**src/rtl/cte_sched_pkg.sv**
```systemverilog
// rtl/cte_sched_pkg.sv - shared types and defaults for the counter-enable scheduler
package cte_sched_pkg;

   typedef enum logic [1:0] {
      IDLE  = 2'd0,
      GRANT = 2'd1,
      RUN   = 2'd2,
      DONE  = 2'd3
   } state_t;

   localparam int NREQ_DEF = 4;
   localparam int LENW_DEF = 3;
   localparam int CW_DEF   = 2;

   // Index width that stays legal for a single requester.
   function automatic int idx_w(input int n);
      return (n > 1) ? $clog2(n) : 1;
   endfunction

endpackage

```
**src/rtl/cte_sched_rr_arbiter.sv**
```systemverilog
// rtl/cte_sched_rr_arbiter.sv - combinational round-robin pick starting at ptr
module rr_arbiter
   import cte_sched_pkg::*;
#(
   parameter int NREQ = NREQ_DEF,
   parameter int IW   = idx_w(NREQ)
) (
   input  logic [NREQ-1:0] req,
   input  logic [IW-1:0]   ptr,
   output logic [NREQ-1:0] onehot,
   output logic [IW-1:0]   index,
   output logic            valid
);

   always_comb begin
      int j;
      j      = 0;
      onehot = '0;
      index  = '0;
      valid  = 1'b0;
      // Walk from ptr upward, wrapping; ptr is always below NREQ.
      for (int off = 0; off < NREQ; off++) begin
         j = int'(ptr) + off;
         if (j >= NREQ) j = j - NREQ;
         if (!valid && req[j]) begin
            valid     = 1'b1;
            onehot[j] = 1'b1;
            index     = IW'(j);
         end
      end
   end

endmodule

```
**src/rtl/cte_sched.sv**
```systemverilog
// rtl/cte_sched.sv - grants a shared counter to one requester for a burst of len counts
module cte_sched
   import cte_sched_pkg::*;
#(
   parameter int NREQ = NREQ_DEF,
   parameter int LENW = LENW_DEF,
   parameter int CW   = CW_DEF
) (
   input  logic                 clk,
   input  logic                 reset,
   input  logic [NREQ-1:0]      req,
   input  logic [NREQ*LENW-1:0] req_len,
   input  logic [CW-1:0]        cnt,
   output logic [NREQ-1:0]      gnt,
   output logic                 cte,
   output logic                 cnt_clr,
   output logic [NREQ-1:0]      done,
   output logic                 abort,
   output logic                 wrap
);

   localparam int IW = idx_w(NREQ);

   state_t           state, state_nx;
   logic [IW-1:0]    ptr;
   logic [IW-1:0]    win;
   logic [NREQ-1:0]  win_oh;
   logic [LENW-1:0]  rem;
   logic             aborted;

   logic [NREQ-1:0]  arb_onehot;
   logic [IW-1:0]    arb_index;
   logic             arb_valid;

   rr_arbiter #(.NREQ(NREQ), .IW(IW)) u_arb (
      .req    (req),
      .ptr    (ptr),
      .onehot (arb_onehot),
      .index  (arb_index),
      .valid  (arb_valid)
   );

   // Falling-edge state so the shared counter sees stable enables at its own edge.
   always_ff @(negedge clk or posedge reset) begin
      if (reset) begin
         state   <= IDLE;
         ptr     <= '0;
         win     <= '0;
         win_oh  <= '0;
         rem     <= '0;
         aborted <= 1'b0;
      end else begin
         state <= state_nx;
         case (state)
            IDLE: begin
               if (arb_valid) begin
                  win     <= arb_index;
                  win_oh  <= arb_onehot;
                  rem     <= req_len[arb_index*LENW +: LENW];
                  aborted <= 1'b0;
               end
            end
            RUN: begin
               rem <= rem - LENW'(1);
               if (!req[win]) aborted <= 1'b1;
            end
            DONE: begin
               ptr <= (win == IW'(NREQ - 1)) ? '0 : win + IW'(1);
            end
            default: ;
         endcase
      end
   end

   always_comb begin
      state_nx = state;
      gnt      = '0;
      cte      = 1'b0;
      cnt_clr  = 1'b0;
      done     = '0;
      abort    = 1'b0;
      case (state)
         IDLE: begin
            if (arb_valid) state_nx = GRANT;
         end
         GRANT: begin
            gnt      = win_oh;
            cnt_clr  = 1'b1;
            state_nx = (rem == '0) ? DONE : RUN;
         end
         RUN: begin
            gnt = win_oh;
            cte = req[win];
            if (!req[win] || rem == LENW'(1)) state_nx = DONE;
         end
         DONE: begin
            done     = win_oh;
            abort    = aborted;
            state_nx = IDLE;
         end
         default: state_nx = IDLE;
      endcase
   end

   assign wrap = cte & (&cnt);

endmodule

```
**config.mk**
```make
export PLATFORM = sky130hd
export DESIGN_NAME = cte_sched
export DESIGN_NICKNAME = d
export VERILOG_FILES = /design/src/rtl/cte_sched_pkg.sv /design/src/rtl/cte_sched_rr_arbiter.sv /design/src/rtl/cte_sched.sv
export SDC_FILE = /design/constraint.sdc
export NUM_CORES = 1
export LEC_CHECK = 0
export ABC_CLOCK_PERIOD_IN_PS = 6400
export BUFFER_PORTS_ARGS = -buffer_cell sky130_fd_sc_hd__buf_2
export CORE_UTILIZATION = 30
export CTS_BUF_LIST = sky130_fd_sc_hd__clkbuf_8 sky130_fd_sc_hd__clkbuf_16
export DETAILED_ROUTE_END_ITERATION = 10
export MAX_ROUTING_LAYER = met4
export PLACE_DENSITY = 0.46
export SYNTH_ARGS = -nofsm -noshare
export SYNTH_HDL_FRONTEND = slang
export SYNTH_HIERARCHICAL = 1
export SYNTH_SLANG_ARGS = --single-unit
```
**constraint.sdc**
```tcl
create_clock -name clk -period 6.4 [get_ports clk]
set_input_delay 0.32 -clock clk [delete_from_list [all_inputs] [get_ports clk]]
set_output_delay 0.32 -clock clk [all_outputs]
set_load 0.005 [all_outputs]
```
# ---- Word-level counts from Yosys, hierarchy flattened
# Cells that the tools add are included.
dict set report word_totals {
  ff_bits 14
  input_bits 20
}
dict set report op_classes {
  multipliers 1
  magnitude_cmp 13
  n_eq_ne 8
  bitwise_logic 4
  n_addsub 9
  mux 53
  n_reduce_logical 21
  shift 1
}
# operator n
set ops {}
lappend ops {{32-bit by 1-bit >= comparator with 1-bit output, second input constant} 4}
lappend ops {{32-bit by 4-bit less-than comparator with 1-bit output, second input constant} 4}
lappend ops {{32-bit 2-to-1 mux} 4}
lappend ops {{32-bit by 4-bit >= comparator with 1-bit output, second input constant} 3}
lappend ops {{32-bit by 4-bit subtractor with 32-bit output, second input constant} 3}
lappend ops {{4-bit 2-to-1 mux} 6}
lappend ops {{1-bit 2-to-1 mux} 23}
lappend ops {{2-bit 2-to-1 mux} 7}
lappend ops {{4-bit bitwise OR} 3}
lappend ops {{12-bit by 5-bit variable part select with 3-bit output} 1}
lappend ops {{1-bit binary-select mux with 2-bit select} 5}
lappend ops {{1-bit demux with 2-bit select} 4}
lappend ops {{2-bit one-hot mux with 4 select lines} 1}
lappend ops {{2-bit AND reduction} 4}
lappend ops {{1-bit logical AND} 7}
lappend ops {{2-bit by 2-bit adder with 3-bit output, second input constant} 2}
lappend ops {{2-bit == test, second input constant} 3}
lappend ops {{2-bit inequality test, second input constant} 3}
lappend ops {{3-bit one-hot mux with 2 select lines} 1}
lappend ops {{1-bit logical NOT} 4}
lappend ops {{2-bit by 2-bit multiplier with 4-bit output, second input constant} 1}
lappend ops {{2-bit by 3-bit subtractor with 4-bit output, second input constant} 1}
lappend ops {{2-bit by 1-bit adder with 3-bit output, second input constant} 1}
lappend ops {{3-bit by 1-bit == test with 1-bit output, second input constant} 1}
lappend ops {{other kinds (14)} 14}

# ---- Logic depth before layout (Yosys ltp)
dict set report logic_depth {
  ltp_word 19
  mapped_depth 12
  mapped_depth_nobuf 10
}

# ---- By module
# The synthesis kept the hierarchy.
# mod instances seq_area_each_um2 cells_each area_per_inst_um2
set by_module_without_submodules {}
lappend by_module_without_submodules {cte_sched 1 350.3 86 937.1}
lappend by_module_without_submodules {rr_arbiter 1 0.0 48 460.4}

==> results.sh <==
export IMPL_cts_resized=0
export IMPL_intPower_mw=0.4737
export IMPL_io_buffers=31
export IMPL_synth_top_area_share_pct=25.07
export IMPL_ys_warn_count=6
export IMPL_ys_ff_latch=14
export IMPL_vdd_ir_drop_max_mv=0.2080
export IMPL_yosys_area_share_adder_pct=15.22
export IMPL_holdPathStages=1
export IMPL_clkSinkCount=14
export IMPL_final_core_util_pct=37.36
export IMPL_final_cell_mix="31 x buf_2, 17 x ha_1, 14 x dfrtn_1, 11 x mux2_2, 10 x inv_1"
export IMPL_final_nets=204
export IMPL_drt_iter0_drc=61
export IMPL_finalClockSkew_ns=0.005778
export IMPL_drcViolationCount=0
export IMPL_maxCapViolCount=0
export IMPL_synth_area_leader_cell="dfrtn_1"
export IMPL_grt_overflow_total=0
export IMPL_p_comb_share_pct=66.2
export IMPL_cts_root_buf="clkbuf_8"
export IMPL_post_cts_buffers=0
export IMPL_synthXorXnorAreaFrac_pct=0
export IMPL_layout_cells_non_filler=218
export IMPL_synth_cell_type_count=36
export IMPL_grt_max_degree=16
export IMPL_hold_slack_ns=0.4730
export IMPL_cts_buffer_depth=2
export IMPL_cp_start_kind="input pin"
export IMPL_n_fill_cell=434
export IMPL_p_per_area_nw_per_um2=516.5
export IMPL_core_area_um2=4414
export IMPL_mostFrequentLayoutCell="buf_2"
export IMPL_drive_above_1_share_pct=34.34
export IMPL_area_sequential_um2=350.3
export IMPL_yosys_area_share_simple_pct=13.97
export IMPL_drv_slew=0
export IMPL_cts_hold_fix_buffers=0
export IMPL_synth_compound_area_share_pct=16.65
export IMPL_power_frac_clock_pct=10.4
export IMPL_grt_pass1_vias=1149
export IMPL_io_pins=32
export IMPL_grt_antenna_before_repair=0
export IMPL_multi_input_comb_area_um2=978.4
export IMPL_ys_top_cells_by_area="dfrtn_1 25%, ha_1 15%, mux2_2 8.9%"
export IMPL_outcome="completed"
export IMPL_crit_path_max_fanout=7
export IMPL_viasPerCell=5.307
export IMPL_hpwl_mm=2.491
export IMPL_cts_tree="yes"
export IMPL_rows=24
export IMPL_hold_viol=0
export IMPL_max_slew_margin_pct=49.01
export IMPL_synth_cells=134
export IMPL_worst_pin_slew_ns=0.7583
export IMPL_finalPower_mw=0.8518
export IMPL_seqPwrFrac_pct=23.4
export IMPL_rsz0062_at_grt="no"
export IMPL_die_y_um=70.26
export IMPL_synth_top_family_by_area="multiplexers"
export IMPL_swShare_pct=44.39
export IMPL_htreeDepth=1
export IMPL_numCtsBuffers=3
export IMPL_totalWireLength_mm=3.187
export IMPL_fin_setup_tns_ns=0
export IMPL_die_area_um2=4936
export IMPL_synth_avg_cell_area_um2=10.43
export IMPL_final_antenna_net_count=0
export IMPL_arrival_ns=2.75
export IMPL_grt_pass1_wl_mm=5.761
export IMPL_critical_path_class="in2reg"
export IMPL_synthMuxAreaShare_pct=24.17
export IMPL_syn2layout_area_growth_pct=17.99
export IMPL_firstDrtPassIters=4
export IMPL_synth_main_ff_cell="dfrtn_1"
export IMPL_place_congestion=0.8478
export IMPL_ff2ff_path_depth=10
export IMPL_worst_setup_path_end_kind="flop"
export IMPL_min_path_type="reg2reg"
export IMPL_synth_seq_area_share_pct=25.07
export IMPL_synth_fp_nets=171
export IMPL_dp_cells=214
export IMPL_synth_cell_area_um2=1398
export IMPL_synth_edf_count=0
export IMPL_die_x_um=70.26
export IMPL_netSwitchingPower_mw=0.3782
export IMPL_async_reset_ff_share_pct=100.0
export IMPL_setup_violations=0
export IMPL_vias=1157
export IMPL_cts_clk_slew_worst_paths_ns=0.05
export IMPL_cp_required_ns=3.29
export IMPL_diodes=0
export IMPL_clock_latency_ns=0.27
export IMPL_floorplan_initialDensity_pct=31.66
export IMPL_static_leakage_power_nw=0.7839
export IMPL_wl_per_cell_um=14.62
export IMPL_grtUsageTotal_pct=14.72
## power by group through the flow
stage / combinational, mW / clock, mW / sequential [mW]
2_1_floorplan: 0.468 / 0 / 0.174
3_3_place_gp: 0.552 / 0 / 0.201
3_5_place_dp: 0.565 / 0 / 0.201
4_1_cts: 0.567 / 0.0912 / 0.200
5_1_grt: 0.633 / 0.0951 / 0.210
6_report: 0.564 / 0.0888 / 0.199
## logic make-up after synthesis
kind of cell | Yosys count
adder cells (fa/ha/maj) | 17
AND/OR/NAND/NOR | 33
buffers and inverters | 14
flip-flops | 14
multiplexers | 22
AO/OA/AOI/OAI | 34
## critical path: stages
cell and delay [ns]:
buf_2 0.13, mux4_1 0.61, inv_1 0.11, a21oi_1 0.06, o31ai_1 0.63, mux4_2 0.58
o22a_1 0.17, nor2_1 0.08, a211oi_1 0.05
## cells in the mapped netlist (all sizes together) (3+ instances only)
cell / instances
o21ai: 8
nor2: 7
nand2b: 4
inv: 10
mux4: 7
a21oi: 7
dfrtn: 14
mux2: 12
a22oi: 8
ha: 17
mux2i: 3
nand2: 4
and2: 9
## stage by stage
stage	area, um^2	setup WS [ns]
CTS	1649	0.4948
finish	1649	0.5384
global route	1649	0.2099
detailed placement	1594	0.2143
floorplan	1398	0.4908
global placement	1594	0.3091
## cell type report
type / count / share of cell area (%)
sequential: 14 / 21.24
clock buffer: 4 / 3.338
timing repair buffer: 32 / 9.863
tap: 52 / 3.945
multi-input combinational: 106 / 59.33
inverter: 10 / 2.276
## flip-flops by register name, summed over array words and instances (netlist names)
signal   cells
aborted      1
win_oh       4
ptr          2
state        2
rem          3
win          2
## path summary, 6_finish.rpt
check	start	to	slack, ns
min reg2reg	win_oh[0]	win_oh[0]	0.47
max in group asynchronous	reset	state[0]	2.79
min in group asynchronous	reset	ptr[1]	3.19
min	win_oh[0]	win_oh[0]	0.47
max reg2reg	ptr[0]	rem[2]	2.85
max	req[3]	rem[2]	0.54
## routing by layer
layer | track usage [%] | up-vias | part of all wire, %
li1 | - | 564 | -
met1 | 20.38 | 562 | 50
met2 | 23.07 | 27 | 46
met3 | 1.299 | 4 | 2.8
met4 | 4.000 | 0 | 1.3
met5 | - | - | 0
No activity file was read; power rests on OpenSTA's default activity.
